--- src/rtl/core_run_pkg.sv ---
// core_run_pkg: shared types and constants for the core run/halt/step sequencer.
// Optional retire counter is enabled by CORE_RUN_CTRL_RETIRE_CNT_EN.
package core_run_pkg;

    typedef enum logic [1:0] {
        ST_HALTED   = 2'd0,
        ST_RUNNING  = 2'd1,
        ST_STEPPING = 2'd2
    } run_state_t;

    typedef enum logic [1:0] {
        OP_HALT = 2'b00,
        OP_RUN  = 2'b01,
        OP_STEP = 2'b10,
        OP_CLR  = 2'b11
    } cmd_op_t;

    typedef enum logic [2:0] {
        CAUSE_NONE    = 3'd0,
        CAUSE_RESET   = 3'd1,
        CAUSE_HOST    = 3'd2,
        CAUSE_BP      = 3'd3,
        CAUSE_STEP    = 3'd4,
        CAUSE_ILLEGAL = 3'd5
    } halt_cause_t;

    // aluctl code the decoder emits for an unrecognised instruction
    localparam logic [5:0] ALU_ERR = 6'b111111;

    function automatic logic is_alu_err(input logic [5:0] aluctl);
        return aluctl == ALU_ERR;
    endfunction

endpackage

--- src/rtl/core_bp_match.sv ---
// core_bp_match: PC breakpoint comparator with a one-shot skip so that
// resuming from a breakpoint PC executes that instruction once.
module core_bp_match
    import core_run_pkg::*;
#(
    parameter int XLEN = 32
) (
    input  logic            clk,
    input  logic            rst_n,
    input  logic            bp_en,
    input  logic [XLEN-1:0] bp_addr,
    input  logic [XLEN-1:0] pc,
    input  logic            skip_set,
    input  logic            retire,
    output logic            skip_bp,
    output logic            bp_hit
);

    logic addr_eq;

    assign addr_eq = (pc == bp_addr);
    assign bp_hit  = bp_en & addr_eq & ~skip_bp;

    // a resume command outranks the retire happening in its accept cycle
    always_ff @(posedge clk or negedge rst_n) begin
        if (!rst_n) begin
            skip_bp <= 1'b0;
        end else if (skip_set) begin
            skip_bp <= 1'b1;
        end else if (retire) begin
            skip_bp <= 1'b0;
        end
    end

endmodule

--- src/rtl/core_run_ctrl.sv ---
// core_run_ctrl: run/halt/single-step sequencer driving the core retire enable.
// Define CORE_RUN_CTRL_RETIRE_CNT_EN to build the retired-instruction counter.
module core_run_ctrl
    import core_run_pkg::*;
#(
    parameter int XLEN     = 32,
    parameter int STEP_W   = 16,
    parameter bit BOOT_RUN = 1'b1
) (
    input  logic              clk,
    input  logic              rst_n,
    input  logic              cmd_valid,
    output logic              cmd_ready,
    input  logic [1:0]        cmd_op,
    input  logic [STEP_W-1:0] cmd_arg,
    input  logic              bp_en,
    input  logic [XLEN-1:0]   bp_addr,
    input  logic [XLEN-1:0]   pc,
    input  logic              illegal_instr,
    output logic              core_en,
    output logic              halted,
    output logic [2:0]        halt_cause,
    output logic [STEP_W-1:0] steps_left,
    output logic              cmd_ack,
    output logic [31:0]       retired_cnt
);

    localparam run_state_t BOOT_STATE =
        BOOT_RUN ? ST_RUNNING : ST_HALTED;
    localparam halt_cause_t BOOT_CAUSE =
        BOOT_RUN ? CAUSE_NONE : CAUSE_RESET;
    localparam logic [STEP_W-1:0] STEP_ONE =
        {{(STEP_W-1){1'b0}}, 1'b1};

    run_state_t        state;
    run_state_t        state_nx;
    halt_cause_t       cause;
    halt_cause_t       cause_nx;
    logic [STEP_W-1:0] steps;
    logic [STEP_W-1:0] steps_nx;
    logic [STEP_W-1:0] step_load;
    logic              ack;
    logic              accept;
    logic              active;
    logic              stop;
    logic              retire;
    logic              last_step;
    logic              skip_set;
    logic              skip_bp;
    logic              bp_hit;
    logic              op_halt;
    logic              op_run;
    logic              op_step;
    logic              op_clr;

    assign op_halt = (cmd_op == OP_HALT);
    assign op_run  = (cmd_op == OP_RUN);
    assign op_step = (cmd_op == OP_STEP);
    assign op_clr  = (cmd_op == OP_CLR);

    assign cmd_ready = ~ack;
    assign accept    = cmd_valid & cmd_ready;
    assign skip_set  = accept & (op_run | op_step);

    assign active    = (state != ST_HALTED);
    assign stop      = illegal_instr | bp_hit;
    assign retire    = active & ~stop;
    // a cleared counter while stepping still finishes on the next retire
    assign last_step = (state == ST_STEPPING) & (steps <= STEP_ONE);
    assign step_load = (cmd_arg == '0) ? STEP_ONE : cmd_arg;

    core_bp_match #(
        .XLEN (XLEN)
    ) u_bp (
        .clk      (clk),
        .rst_n    (rst_n),
        .bp_en    (bp_en),
        .bp_addr  (bp_addr),
        .pc       (pc),
        .skip_set (skip_set),
        .retire   (retire),
        .skip_bp  (skip_bp),
        .bp_hit   (bp_hit)
    );

    always_ff @(posedge clk or negedge rst_n) begin
        if (!rst_n) begin
            state <= BOOT_STATE;
        end else begin
            state <= state_nx;
        end
    end

    // an accepted command overrides any stop seen in its accept cycle
    always_comb begin
        state_nx = state;
        if (active & stop) begin
            state_nx = ST_HALTED;
        end else if (retire & last_step) begin
            state_nx = ST_HALTED;
        end
        if (accept) begin
            unique case (1'b1)
                op_halt: state_nx = ST_HALTED;
                op_run:  state_nx = ST_RUNNING;
                op_step: state_nx = ST_STEPPING;
                op_clr:  state_nx = state_nx;
            endcase
        end
    end

    always_comb begin
        core_en = rst_n & retire;
        halted  = (state == ST_HALTED);
    end

    always_comb begin
        cause_nx = cause;
        steps_nx = steps;
        if (active & stop) begin
            cause_nx = illegal_instr ? CAUSE_ILLEGAL : CAUSE_BP;
        end else if (retire & (state == ST_STEPPING)) begin
            if (last_step) begin
                cause_nx = CAUSE_STEP;
                steps_nx = '0;
            end else begin
                steps_nx = steps - STEP_ONE;
            end
        end
        if (accept) begin
            unique case (1'b1)
                op_halt: begin
                    cause_nx = CAUSE_HOST;
                end
                op_run: begin
                    cause_nx = CAUSE_NONE;
                end
                op_step: begin
                    cause_nx = CAUSE_NONE;
                    steps_nx = step_load;
                end
                op_clr: begin
                    cause_nx = CAUSE_NONE;
                    steps_nx = '0;
                end
            endcase
        end
    end

    always_ff @(posedge clk or negedge rst_n) begin
        if (!rst_n) begin
            cause <= BOOT_CAUSE;
            steps <= '0;
            ack   <= 1'b0;
        end else begin
            cause <= cause_nx;
            steps <= steps_nx;
            ack   <= accept;
        end
    end

    assign halt_cause = cause;
    assign steps_left = steps;
    assign cmd_ack    = ack;

`ifdef CORE_RUN_CTRL_RETIRE_CNT_EN
    logic [31:0] cnt;

    always_ff @(posedge clk or negedge rst_n) begin
        if (!rst_n) begin
            cnt <= '0;
        end else if (accept & op_clr) begin
            cnt <= '0;
        end else if (retire) begin
            cnt <= cnt + 32'd1;
        end
    end

    assign retired_cnt = cnt;
`else
    assign retired_cnt = '0;
`endif

endmodule

--- config.mk ---
export PLATFORM = sky130hd
export DESIGN_NAME = core_run_ctrl
export DESIGN_NICKNAME = d
export VERILOG_FILES = /design/src/rtl/core_run_pkg.sv /design/src/rtl/core_bp_match.sv /design/src/rtl/core_run_ctrl.sv
export SDC_FILE = /design/constraint.sdc
export NUM_CORES = 1
export LEC_CHECK = 0
export ABC_AREA = 1
export CELL_PAD_IN_SITES_DETAIL_PLACEMENT = 0
export CELL_PAD_IN_SITES_GLOBAL_PLACEMENT = 1
export CORE_MARGIN = 3
export CORE_UTILIZATION = 26
export DETAILED_ROUTE_END_ITERATION = 16
export GPL_ROUTABILITY_DRIVEN = 0
export MAX_ROUTING_LAYER = met4
export PLACE_DENSITY = 0.85
export SLEW_MARGIN = 20
export SYNTH_ARGS = -nofsm -noshare
export SYNTH_HDL_FRONTEND = slang
export SYNTH_SLANG_ARGS = --single-unit
export TNS_END_PERCENT = 5
--- constraint.sdc ---
create_clock -name clk -period 2.7 [get_ports clk]
set_input_delay 0.81 -clock clk [delete_from_list [all_inputs] [get_ports clk]]
set_output_delay 0.81 -clock clk [all_outputs]
set_load 0.005 [all_outputs]
Word level (Yosys, flattened, before mapping):

Index checks and enable logic that the tools add are counted.

* bits in registers: 23
* output and inout bits: 55
* bits of input ports: 87
* logic and storage cells: 54

* muxes and demuxes: 18
* eq/ne operators: 5
* bitwise gates (word level): 15
* order comparisons: 1
* add/subtract/negate cells: 1
* reductions and logical operators: 9

Operator list (count)
* $mux 16: 5
* $eq 32x32->1: 1
* $pmux 16 s2: 1
* $le 16x1->1 const B: 1
* $logic_not 16->1: 1
* $sub 16x1->16 const B: 1
* $mux 3: 5
* $and 1x1->1: 10
* $pmux 2 s4: 1
* $eq 2x2->1 const B: 3
* $mux 2: 3
* $pmux 3 s2: 1
* $reduce_bool 3->1: 2
* $logic_not 2->1: 2
* $reduce_bool 2->1: 2
* $not 1->1: 3
* $reduce_or 3->1: 1
* $eq 2x1->1 const B: 1
* $mux 1: 2
* $or 1x1->1: 2
* $reduce_and 2->1: 1

Logic depth before layout (Yosys ltp):

* depth in word-level cells: 11
* mapped depth: 15

Cells and area by module:

From an unflattened synthesis, not the netlist that was laid out.

* cell total of the unflattened synthesis: 379
* area, all modules: 2414.8 µm²

Modules (own cells, without submodules)
* core_run_ctrl: cells an instance 235, area each 1785.5 µm², instances 1
* core_bp_match: cells an instance 144, area each 629.4 µm², instances 1

Worst setup path after synthesis:

No wires, ideal clock.

* kind: in2out
* start point: input bp_addr[8]
* end point: output core_en
* arrival time: 1.599 ns
* stages on the path: 8
* slack: 0.291 ns
* cells stage by stage: xnor2_1 > nand2_1 > nor2_1 > nand2_1 > nor2_1 > nand3_2 > nand2_1 > nor3b_1

* cells in the longest elaborated chain, start to end: 7

Ends and longest elaborated chain
* start: declaration: line core_run_ctrl.sv:17 `input logic [XLEN-1:0] bp_addr,`
* $eq 32x32->1: line core_bp_match.sv:21 `assign addr_eq = (pc == bp_addr);`
* $and 1x1->1 (2 in a row): line core_bp_match.sv:22 `assign bp_hit = bp_en & addr_eq & ~skip_bp;`
* $or 1x1->1: line core_run_ctrl.sv:66 `assign stop = illegal_instr | bp_hit;`
* $not 1->1: line core_run_ctrl.sv:67 `assign retire = active & ~stop;`
* $and 1x1->1: line core_run_ctrl.sv:67
* $and 1x1->1: line core_run_ctrl.sv:113 `core_en = rst_n & retire;`
* end: declaration: line core_run_ctrl.sv:20 `output logic core_en,`

Every way passes these cells.

Worst setup path in the final report:

* start point: input bp_addr[14]
* end point: output core_en

Same word-level chain as after synthesis.

==> flow_metrics.tcl <==
set metrics [dict create \
    grt_pass1_vias 3102 \
    fin_tns_setup_ps 0 \
    slew_violations 0 \
    num_antenna_cells 0 \
    grt_use_total 0.148 \
    place_inst 705 \
    netlist_area_um2 2720 \
    hold_depth 2 \
    end_kind "primary output" \
    place_ws_ps -695 \
    coreArea_um2 9950 \
    drive_gt1_frac 0.302 \
    fin_crit_sh 0.986 \
    path_cells "buf_6 -> xnor2_2 -> nand2_1 -> nor2_1 -> nand2_1 -> nor2_2 -> nand3_2 -> nand2_2 -> nor3b_2 -> buf_2" \
    nets 702 \
    hold_path_class "register to register" \
    cp-endpoint "core_en" \
    worst_path_largest_cell_delay_ps 200 \
    setup_viol 0 \
    slew_headroom 0.592 \
    dr.pass1.iters 4 \
    grt_pass1_wl_um 13900 \
    crit_family "simple AND/OR/NAND/NOR gates" \
    vias 3243 \
    antenna_found_initial 0 \
    ys_warn_count 0 \
    crit_buf_inv 2 \
    p_leak_nw 2.32 \
    hold_viol 0 \
    fmax_mhz 376 \
    cts.root.buffer_cell "clkbuf_8" \
    rr_worst_depth 14 \
    placementRows 36 \
    chipWidth_um 108 \
    cts_hold_buf 0 \
    final_common_cell "nand2_1" \
    p_per_area_nw_per_um2 357 \
    fin_skew_ps 6.27 \
    grt-ovfl-total 0 \
    wl_per_cell_um 11.9 \
    slowest_stage "xnor2_2" \
    filler_cell_count 1081 \
    num_io_pins 142 \
    port_buffers 109 \
    ys_seq_elements 23 \
    peakVddDrop_mv 0.228 \
    place_hpwl_um 6720 \
    clock_latency_ps 270 \
    synth_top_area_frac 0.202 \
    crit_type "input port to primary output" \
    yosys.area.top_type "dfrtp_1" \
    ant_nets 0 \
    ys_types 34 \
    hold_slack_ps 502 \
    dieArea_um2 11700 \
    rsz0062_at_grt "true" \
    htree_levels 1 \
    drtIter0Drc 185 \
    path_clk_slew_ps 80 \
    grt_max_degree 33 \
    drv_cap 0 \
    clockBufferDepth 2 \
    fin_cells 742 \
    die_h_um 108 \
    cpMostUsedCell "nand2_1" \
    drc 0 \
    cp.arrival_ps 1850 \
    cp_max_fo 2 \
    initial_utilization 0.273 \
    yosysSeqAreaShare 0.212 \
    r2r_end "steps_left[2]" \
    mostFrequentLayoutCells "120 x nand2_1, 82 x inv_1, 43 x clkdlybuf4s50_1" \
    crit_cells 10 \
    critPathLaunch "bp_addr[14]" \
    worst_pin_slew_ps 611 \
    post-route-min-period_ps 2660 \
    postSynthCellCount 458 \
    reg2reg_slack_ps 560 \
    vias_per_cell 4.37 \
    cts.sinks 23 \
    routed_wirelength_um 8850 \
    startpoint_type "input port" \
    reg2reg_from "steps_left[0]" \
    finalPower_mw 1.48 \
    syn_to_final_growth_pct 52.5 \
    worst_slack_ps 38.0 \
    status "completed" \
    cts_tree "built" \
    crit_required_ps 1890 \
    cts_buffers 3 \
    synth.avg_cell_area_um2 5.94 \
    synth_area_leaders "dfrtp_1 20%, nand2_1 18%, inv_1 12%" \
]
## layout make-up
class	count	area [um2]	share of cell area
clock buffer	4	45.0	0.0109
inverter	96	360	0.0869
multi-input combinational	330	1750	0.421
sequential	23	577	0.139
tap	133	166	0.0401
timing repair buffer	156	1250	0.302
## registers in the layout, indices dropped and copies added (netlist names)
name,cells
cmd_ack,1
halt_cause,3
state,2
steps_left,16
u_bp.skip_bp,1
## power by group
part	switching, mW	internal, mW	total, mW
registers	0.0833	0.407	0.490
logic	0.389	0.380	0.769
clock network	0.115	0.105	0.221
total	0.587	0.893	1.48
## metrics by stage
| stage | utilization | instance area (um2) |
|---|---|---|
| after floorplan | - | 2840 |
| after global placement | 0.396 | 3940 |
| after detailed placement | 0.396 | 3940 |
| after CTS | 0.414 | 4120 |
| after global routing | 0.417 | 4150 |
| final | 0.417 | 4150 |
## cells in the mapped netlist
library cell    n
a21oi_1         3
a41o_1          1
buf_1           3
buf_2           2
buf_4          32
buf_6           1
clkbuf_1        2
clkinv_1        1
conb_1          1
dfrtp_1        22
dfstp_2         1
ha_1            5
inv_1          85
inv_2          10
nand2_1       128
nand2_2        13
nand3_1        19
nand3_2        11
nand4_1        29
nand4_2         1
nor2_1         50
nor2_2          5
nor2_4          2
nor2b_1         1
nor3_1          3
nor3_2          1
nor3_4          1
nor3b_1         1
nor4_1          6
o211ai_1        1
o21ai_0         8
o21ai_1         2
o31ai_1         2
xnor2_1         5
## what timing repair did
item                                   in CTS  in global routing
pin swaps                                  69                 65
gates cloned                                0                  3
buffers inserted                           31                  1
gates resized for setup                   181                 74
setup endpoints to repair                   1                 19
endpoints found under the hold margin       0                  0
## metal layers
metal / up-vias / GRT usage / routed length (um)
met4: 0 / 0.0433 / 196
met2: 100 / 0.276 / 4650
met3: 14 / 0.0131 / 430
met1: 1470 / 0.167 / 3570
met5: - / - / 0
li1: 1659 / - / -
## cells by family (layout without fill, tap and decap cells)
kind of cell | Yosys count | after routing | synth area share
simple gates | 271 | 271 | 0.476
fa+ha+maj | 5 | 5 | 0.0230
other cells | 1 | 32 | 0.00138
xor+xnor | 5 | 5 | 0.0161
buf+inv | 136 | 256 | 0.236
flops | 23 | 23 | 0.212
compound gates | 17 | 17 | 0.0359
## how the worst min path moves through the flow
stage,start,endpoint
finish,halt_cause[2],halt_cause[2]
global route,state[0],state[0]
CTS,halt_cause[2],halt_cause[2]
detailed placement,halt_cause[2],halt_cause[2]
global placement,halt_cause[2],halt_cause[2]
floorplan,u_bp.skip_bp,u_bp.skip_bp
## tightest hold or removal path, delay by kind of cell (launching register included)
| kind | cells | cell delay, ps |
|---|---|---|
| flops | 1 | 350 |
| simple gates | 2 | 120 |
(Power assumes the default switching activity.)
